## src/rtl/mm_feeder.sv

```systemverilog
// mm_feeder: operand skewing sequencer and result collector for an NxN systolic PE array.
// Revision 1.0
`default_nettype none

module mm_feeder #(
  parameter int N         = 4,
  parameter int DATAWIDTH = 8,
  parameter int ACCW      = 2*DATAWIDTH+1,
  localparam int IW       = (N > 1) ? $clog2(N) : 1
) (
  input  logic                   clk,
  input  logic                   rst,
  input  logic                   in_valid,
  output logic                   in_ready,
  input  logic [N*DATAWIDTH-1:0] in_a,
  input  logic [N*DATAWIDTH-1:0] in_b,
  output logic [N*DATAWIDTH-1:0] arr_a,
  output logic [N*DATAWIDTH-1:0] arr_b,
  output logic [1:0]             arr_start,
  output logic                   arr_clr,
  input  logic [N*N*ACCW-1:0]    arr_res,
  output logic                   res_valid,
  input  logic                   res_ready,
  output logic [ACCW-1:0]        res_data,
  output logic [IW-1:0]          res_row,
  output logic [IW-1:0]          res_col,
  output logic                   res_last
);

  localparam int RW = (N > 1) ? $clog2(N*N) : 1;
  localparam int CW = $clog2(N*N + 3*N) + 1;

  typedef enum logic [2:0] {
    S_LOAD    = 3'd0,
    S_CLEAR   = 3'd1,
    S_FEED    = 3'd2,
    S_CAPTURE = 3'd3,
    S_LATCH   = 3'd4,
    S_DRAIN   = 3'd5
  } state_t;

  state_t               state;
  state_t               state_nxt;
  logic [CW-1:0]        cnt;
  logic                 cnt_inc;
  logic                 clr_hold;
  logic [IW-1:0]        kidx;
  logic [RW-1:0]        ridx;
  logic [RW-1:0]        rrow;
  logic [RW-1:0]        rcol;
  logic [DATAWIDTH-1:0] abuf [N][N];
  logic [DATAWIDTH-1:0] bbuf [N][N];
  logic [ACCW-1:0]      rbuf [N*N];

  // One counter serves as beat index k in LOAD, time step t in FEED and beat r in DRAIN.
  assign kidx = cnt[IW-1:0];
  assign ridx = cnt[RW-1:0];
  assign rrow = ridx / RW'(N);
  assign rcol = ridx % RW'(N);

  always_ff @(posedge clk or posedge rst) begin
    if (rst) state <= S_LOAD;
    else     state <= state_nxt;
  end

  always_comb begin
    state_nxt = state;
    cnt_inc   = 1'b0;
    in_ready  = 1'b0;
    res_valid = 1'b0;
    arr_start = 2'b11;
    case (state)
      S_LOAD: begin
        in_ready = 1'b1;
        cnt_inc  = in_valid;
        if (in_valid && cnt == CW'(N-1)) state_nxt = S_CLEAR;
      end
      S_CLEAR: state_nxt = S_FEED;
      S_FEED: begin
        arr_start = 2'b00;
        cnt_inc   = 1'b1;
        if (cnt == CW'(3*N-3)) state_nxt = S_CAPTURE;
      end
      S_CAPTURE: begin
        arr_start = 2'b10;
        state_nxt = S_LATCH;
      end
      S_LATCH: state_nxt = S_DRAIN;
      S_DRAIN: begin
        res_valid = 1'b1;
        cnt_inc   = res_ready;
        if (res_ready && cnt == CW'(N*N-1)) state_nxt = S_DRAIN == state ? S_LOAD : S_LOAD;
      end
      default: state_nxt = S_LOAD;
    endcase
  end

  always_ff @(posedge clk or posedge rst) begin
    if (rst)                     cnt <= '0;
    else if (state_nxt != state) cnt <= '0;
    else if (cnt_inc)            cnt <= cnt + 1'b1;
  end

  // Keeps the array cleared from reset assertion through the first edge after release.
  always_ff @(posedge clk or posedge rst) begin
    if (rst) clr_hold <= 1'b1;
    else     clr_hold <= 1'b0;
  end

  assign arr_clr = clr_hold | (state == S_CLEAR);

  always_ff @(posedge clk or posedge rst) begin
    if (rst) begin
      for (int i = 0; i < N; i++) begin
        for (int k = 0; k < N; k++) begin
          abuf[i][k] <= '0;
          bbuf[i][k] <= '0;
        end
      end
    end else if (state == S_LOAD && in_valid) begin
      for (int i = 0; i < N; i++) begin
        abuf[i][kidx] <= in_a[i*DATAWIDTH +: DATAWIDTH];
        bbuf[kidx][i] <= in_b[i*DATAWIDTH +: DATAWIDTH];
      end
    end
  end

  always_ff @(posedge clk or posedge rst) begin
    if (rst) begin
      for (int r = 0; r < N*N; r++) rbuf[r] <= '0;
    end else if (state == S_LATCH) begin
      for (int r = 0; r < N*N; r++) rbuf[r] <= arr_res[r*ACCW +: ACCW];
    end
  end

  // Lane i at step t carries the operand with inner index k = t - i; everything else is zero.
  always_comb begin
    arr_a = '0;
    arr_b = '0;
    if (state == S_FEED) begin
      for (int i = 0; i < N; i++) begin
        for (int k = 0; k < N; k++) begin
          if (int'(cnt) == i + k) begin
            arr_a[i*DATAWIDTH +: DATAWIDTH] = abuf[i][k];
            arr_b[i*DATAWIDTH +: DATAWIDTH] = bbuf[k][i];
          end
        end
      end
    end
  end

  assign res_data = (state == S_DRAIN) ? rbuf[ridx] : '0;
  assign res_row  = (state == S_DRAIN) ? rrow[IW-1:0] : '0;
  assign res_col  = (state == S_DRAIN) ? rcol[IW-1:0] : '0;
  assign res_last = (state == S_DRAIN) && (cnt == CW'(N*N-1));

endmodule

`default_nettype wire
```

## config.mk

```make
export PLATFORM = sky130hd
export DESIGN_NAME = mm_feeder
export DESIGN_NICKNAME = d
export VERILOG_FILES = /design/src/rtl/mm_feeder.sv
export SDC_FILE = /design/constraint.sdc
export NUM_CORES = 1
export LEC_CHECK = 0
export CORE_MARGIN = 3
export CORE_UTILIZATION = 42
export DETAILED_ROUTE_END_ITERATION = 10
export PLACE_DENSITY = 0.77
export SLEW_MARGIN = 10
export SYNTH_ARGS = -nofsm -noshare
export SYNTH_HDL_FRONTEND = slang
export SYNTH_SLANG_ARGS = --single-unit
```

## constraint.sdc

```tcl
create_clock -name clk -period 22.1 [get_ports clk]
set_clock_uncertainty 0.2 [all_clocks]
set_input_delay 4.42 -clock clk [delete_from_list [all_inputs] [get_ports clk]]
set_output_delay 4.42 -clock clk [all_outputs]
set_load 0.01 [all_outputs]
```

==> results of run 1 <==
power groups by stage:
stage / clock (mW) / sequential (mW) / combinational [mW]
after global routing: 0.962 / 1.82 / 1.61
final: 0.901 / 1.76 / 1.49
after detailed placement: 0 / 1.78 / 1.50
after global placement: 0 / 1.74 / 1.46
after CTS: 0.925 / 1.76 / 1.51
after floorplan: 0 / 1.65 / 1.15
kinds of logic after synthesis:
| logic type | count (synthesis) | synth area share, % |
|---|---|---|
| AOI/OAI and AO/OA | 174 | 5.893 |
| xor gates and xnor gates | 2 | 0.07126 |
| adders and majority gates | 4 | 0.2036 |
| buffers and inverters | 159 | 3.613 |
| DFF | 538 | 54.76 |
| muxes | 599 | 30.54 |
| other | 1 | 0.01525 |
| and+or+nand+nor | 247 | 4.906 |
cell type report:
cell class | instances | area, µm² | area share (%)
Antenna cell | 13 | 32.53 | 0.1047
Clock buffer | 82 | 1589 | 5.115
Clock inverter | 22 | 166.4 | 0.5356
Inverter | 24 | 97.59 | 0.3141
Multi-Input combinational cell | 1027 | 10280 | 33.10
Sequential cell | 538 | 13470 | 43.36
Tap cell | 765 | 957.2 | 3.081
Timing Repair Buffer | 449 | 4472 | 14.39
worst paths after layout:
kind / slack, ns / cells after the start / end
worst min register to register: 0.30 / 1 / rbuf[99]$_DFFE_PP0N_
min in group asynchronous: 4.15 / 2 / abuf[96]$_DFFE_PP0P_
worst max register to register: 18.44 / 3 / bbuf[81]$_DFFE_PP0P_
max in group asynchronous: 15.03 / 4 / rbuf[210]$_DFFE_PP0N_
worst max-delay path: 12.79 / 8 / arr_a[18]
worst min-delay path: 0.30 / 1 / rbuf[99]$_DFFE_PP0N_
metal layers:
| layer | track usage, % | up-vias | wire length (µm) |
|---|---|---|---|
| met2 | 37.17 | 537 | 33780 |
| li1 | - | 7151 | - |
| met1 | 26.95 | 8401 | 26960 |
| met5 | 0 | - | 114 |
| met4 | 8.187 | 18 | 2126 |
| met3 | 7.076 | 116 | 5978 |
layout by cell type (no fill, tap or decap), types with 17 or more instances in the layout:
master,Yosys,final
o21ai_0,19,19
dfrtp_1,537,535
nand3_1,87,87
buf_4,9,17
clkbuf_1,41,17
a21oi_1,20,20
mux2_2,529,529
a221oi_1,37,37
nand2_1,58,58
mux4_2,68,68
clkbuf_16,0,56
clkdlybuf4s50_1,0,430
inv_1,22,21
nor2_1,48,46
nor3_1,18,18
flip-flops by register name (all words and copies together), names as in the netlist:
name and flops:
rbuf 272, state 3, abuf 128, cnt 6, clr_hold 1, bbuf 128
metrics by stage:
step | power (mW) | worst slack (ns)
after floorplan | 2.795 | 2.445
final | 4.159 | 12.79
after detailed placement | 3.279 | 13.43
after global placement | 3.199 | 13.44
after CTS | 4.196 | 12.73
after global routing | 4.391 | 12.53
critical path: stages (launching register included):
cell and delay, ns:
dfrtp_4 0.65, buf_4 0.72, ha_1 0.29, buf_4 0.36, nor2b_1 0.78, a22o_1 0.23
a221oi_1 0.07, nor3_1 0.29, clkdlybuf4s50_1 0.61
==> results_dict.tcl, run 1 <==
set metrics [dict create \
    worstHoldStart "rbuf[99]$_DFFE_PP0N_" \
    ys_seq_elements 538 \
    timing.hold.ws_ns 0.3015 \
    antenna_found_initial 17 \
    drtIter0Drc 1012 \
    worstSetupStartpoint "cnt[1]$_DFFE_PP0P_" \
    wl_um 68960 \
    grt_util_all_layers_pct 22.21 \
    nFillCells 4729 \
    syn_area_mm2 0.02459 \
    path_class "register to primary output" \
    fp.dieW_um 248.0 \
    vias 16220 \
    synth-edff-count 0 \
    numCtsBuffers 56 \
    synthTopCellsByCount "537 x dfrtp_1, 529 x mux2_2, 87 x nand3_1" \
    gp_congestion 0.8472 \
    tightest_slew_ns 1.184 \
    synthTopCellsByArea "dfrtp_1 55%, mux2_2 24%, mux4_2 6.2%" \
    placedInstanceArea_mm2 0.02928 \
    clkLatencyLatePin_ns 0.61 \
    fin_setup_tns_ns 0 \
    dpl.cell_count 2803 \
    status "finished, final reports clean" \
    cts_root_buffer "clkbuf_16" \
    leakagePower_nw 12.63 \
    die-area_mm2 0.06148 \
    remaining_drc_errors 0 \
    hpwl_um 46910 \
    async_flop_share_pct 100.0 \
    core_area_mm2 0.05781 \
    drive_above_1_share_pct 34.50 \
    yosysMostFrequentCell "dfrtp_1" \
    ys_types 52 \
    top_level_ports 431 \
    slew_headroom_pct 21.04 \
    synth_top_flop_cell "dfrtp_1" \
    layout.nets 2440 \
    ir_worst_vdd_v 0.00008042 \
    grt_pass1_wl_um 104200 \
    syn-instance-count 1724 \
    syn_to_final_growth_pct 26.36 \
    hold_viol 0 \
    die_h_um 248.0 \
    setup_viol_count_final 0 \
    syn_avg_cell_area_um2 14.26 \
    rows 88 \
    fmax_mhz 107.4 \
    hp-class "register to register" \
    cp.arrival_ns 4.69 \
    antenna_left 0 \
    p_sw_share_pct 32.00 \
    period_needed_ns 9.315 \
    cts_buffer_depth 3 \
    critical_path_required_ns 17.48 \
    cp-start-kind "register" \
    avgViaCountPerCell 5.556 \
    grt-ovfl-total 0 \
    power_frac_clock_pct 21.7 \
    cts_setup_buffers 0 \
    io_buffers 430 \
    grt_max_degree 190 \
    stdcell_count 2920 \
    critPathCaptureType "primary output" \
    power.density_mw_per_mm2 133.9 \
    ys_seq_area_share_pct 54.76 \
    grt_pass1_vias 17360 \
    cts-htree-levels 2 \
    power.switching_mw 1.331 \
    yosysTopAreaCellShare_pct 54.65 \
    ctsResizeCount 0 \
    drv_slew 0 \
    fin_crit_sh_pct 42.15 \
    p_int_mw 2.828 \
    cts_hold_buf 0 \
    avgRoutedWirePerCell_um 23.62 \
    first_pass_iters 5 \
    rsz0062_at_grt "no" \
    start_util_pct 42.53 \
    final_cell_area_mm2 0.03107 \
    p_comb_share_pct 35.9 \
    cts_tree "built" \
    max-cap-violations 0 \
    path_max_fanout 52 \
    p_seq_share_pct 42.4 \
    yosys_warnings 0 \
    clk_pin_slew_worst_paths_ns 0.06 \
    synth_top_cell_by_area "dfrtp_1" \
    synth_fp_nets 2068 \
    r2r_start "cnt[0]$_DFFE_PP0P_" \
    clock-sinks 538 \
    utilization_pct 53.75 \
]
Power figures use the tool's default switching activity.
==> run 2: changes to the inputs <==
--- a/config.mk
+++ b/config.mk
@@ -8,7 +8,7 @@
 export CORE_MARGIN = 3
 export CORE_UTILIZATION = 42
 export DETAILED_ROUTE_END_ITERATION = 10
-export PLACE_DENSITY = 0.77
+export PLACE_DENSITY = 0.79
 export SLEW_MARGIN = 10
 export SYNTH_ARGS = -nofsm -noshare
 export SYNTH_HDL_FRONTEND = slang
==> constraint.sdc (replaced) <==
create_clock -name clk -period 7.5 [get_ports clk]
set_clock_uncertainty 0.2 [all_clocks]
set_input_delay 1.5 -clock clk [delete_from_list [all_inputs] [get_ports clk]]
set_output_delay 1.5 -clock clk [all_outputs]
set_load 0.01 [all_outputs]
==> run 2 against run 1 <==
Global-route usage up 0.12 points. Utilization up 0.38 points. Critical path type unchanged. Wire length up 1.4%. Critical endpoint is now arr_a[14].
==> results_dict.tcl, run 2 (synthesis gave the netlist of run 1 again) <==
set metrics [dict create \
    status "finished, final reports clean" \
    p_int_mw 8.622 \
    worst_path_max_delay_cell "nor4b_4" \
    remaining_drc_errors 0 \
    pre_cts_ws_ns 2.004 \
    r2r.worst_path.cells 6 \
    top_level_ports 431 \
    cts_tree "built" \
    drv_slew 0 \
    grt_pass1_wl_um 104700 \
    cp-start-kind "register" \
    die_h_um 248.0 \
    utilization_pct 54.13 \
    critical_path_required_ns 5.80 \
    fp.dieW_um 248.0 \
    reg.largest.list "rbuf: 272 flops, abuf: 128 flops, bbuf: 128 flops" \
    layout.nets 2442 \
    worstSetupEndpoint "arr_a[14]" \
    p_total_mw 12.54 \
    p_sw_share_pct 31.24 \
    final_cell_area_mm2 0.03129 \
    wl_um 69950 \
    hp-class "register to register" \
    setup_ws_ns 1.409 \
    power.switching_mw 3.917 \
    antenna_found_initial 15 \
    r2r_start "cnt[0]$_DFFE_PP0P_" \
    grt_util_all_layers_pct 22.33 \
    final_common_cell "dfrtp_1" \
    gp_congestion 0.8331 \
    path_class "register to primary output" \
    start_util_pct 42.53 \
    cts_root_buffer "clkbuf_16" \
    hpwl_um 47790 \
    grt_max_degree 198 \
    fin_crit_sh_pct 81.21 \
    most-common-layout-cells "535 x dfrtp_1, 529 x mux2_2, 430 x clkdlybuf4s50_1, 87 x nand3_1, 68 x mux4_2" \
    tightest_slew_ns 1.289 \
    leakagePower_nw 12.74 \
    cts-htree-levels 2 \
    rsz0062_at_grt "no" \
    critPathMaxStageDelay_ns 1.08 \
    p_comb_share_pct 35.5 \
    stdcell_count 2914 \
    period_needed_ns 6.091 \
    ctsResizeCount 0 \
    cts_hold_buf 0 \
    avgRoutedWirePerCell_um 24.00 \
    power_frac_clock_pct 23.3 \
    drive_above_1_share_pct 34.70 \
    vias 16480 \
    rows 88 \
    setup_viol_count_final 0 \
    first_pass_iters 5 \
    critPathCaptureType "primary output" \
    r2r_slack_ns 4.05 \
    dpl.cell_count 2806 \
    io_buffers 430 \
    fmax_mhz 164.2 \
    path_max_fanout 29 \
    slew_headroom_pct 13.70 \
    max-cap-violations 0 \
    regToRegEndpoint "cnt[0]$_DFFE_PP0P_" \
    grt_pass1_vias 17440 \
    antenna_left 0 \
    regMostFlops "rbuf" \
    die-area_mm2 0.06148 \
    p_seq_share_pct 41.3 \
    ir_worst_vdd_v 0.0002509 \
    cts_setup_buffers 0 \
    syn_to_final_growth_pct 27.26 \
    power.density_mw_per_mm2 400.7 \
    avgViaCountPerCell 5.656 \
    largest_register_ffs 272 \
    clock-sinks 538 \
    core_area_mm2 0.05781 \
    clk_pin_slew_worst_paths_ns 0.06 \
    cp.arrival_ns 4.39 \
    nFillCells 4655 \
    crit_path_cell_trace "ha_1, buf_4, nor4b_4, a32oi_1, o2bb2ai_1, a21oi_1, clkdlybuf4s50_1" \
    clkLatencyLatePin_ns 0.58 \
    placedInstanceArea_mm2 0.02932 \
    cts_buffer_depth 3 \
    numCtsBuffers 55 \
    worstSetupStartpoint "cnt[0]$_DFFE_PP0P_" \
    hold_viol 0 \
    grt-ovfl-total 0 \
    drtIter0Drc 1018 \
]
run 2: changes by cell type in the layout (fill, tap and decap cells not counted), sizes merged:
cell | before | now
buf | 19 | 22
bufinv | 0 | 6
clkbuf | 82 | 88
clkinv | 17 | 6
clkinvlp | 3 | 4
diode | 13 | 5
inv | 26 | 23
run 2: area by class of cell:
type                    count  area (µm²)  area share (%)
multi-input cells        1027       10280           32.86
clock inverters            15       240.2          0.7678
well taps                 765       957.2           3.059
clock buffers              88        1713           5.474
flip-flops and latches    538       13470           43.05
inverters                  24       93.84          0.2999
diodes                      5       12.51         0.03999
repair buffers            452        4519           14.44
run 2: per-stage QoR:
stage	hold slack [ns]	setup TNS [ns]
after CTS	0.3044	0
final	0.3019	0
after global placement	0.2844	0
after floorplan	0.2752	-813.66
after detailed placement	0.2908	0
after global routing	0.3103	0
run 2: worst min path at each step:
stage,endpoint,depth (start not counted),from,slack [ns]
2_1_floorplan,rbuf[100]$_DFFE_PP0N_,1,rbuf[100]$_DFFE_PP0N_,0.28
3_3_place_gp,rbuf[209]$_DFFE_PP0N_,1,rbuf[209]$_DFFE_PP0N_,0.28
3_5_place_dp,rbuf[224]$_DFFE_PP0N_,1,rbuf[224]$_DFFE_PP0N_,0.29
4_1_cts,rbuf[224]$_DFFE_PP0N_,1,rbuf[224]$_DFFE_PP0N_,0.30
5_1_grt,rbuf[96]$_DFFE_PP0N_,1,rbuf[96]$_DFFE_PP0N_,0.31
6_report,rbuf[225]$_DFFE_PP0N_,1,rbuf[225]$_DFFE_PP0N_,0.30
run 2: critical path, delay by kind of cell, from the launching register on:
family / cells / cell delay (ns)
simple gates: 1 / 1.08
buf+inv: 2 / 0.91
flops: 1 / 0.78
compound gates: 3 / 0.77
fa+ha+maj: 1 / 0.24
run 2: layer usage:
layer / vias to the layer above / part of all wire (%) / global-route usage [%]
li1: 7159 / - / -
met1: 8595 / 39 / 27.51
met2: 572 / 50 / 37.89
met3: 132 / 8.5 / 6.320
met4: 24 / 3.1 / 7.449
met5: - / 0.23 / 0
run 2: power groups by stage:
stage | logic, mW | registers [mW] | clock network [mW]
2_1_floorplan | 3.38 | 4.86 | 0
4_1_cts | 4.52 | 5.17 | 2.97
5_1_grt | 4.80 | 5.34 | 3.09
3_3_place_gp | 4.35 | 5.09 | 0
3_5_place_dp | 4.49 | 5.20 | 0
6_report | 4.45 | 5.17 | 2.92
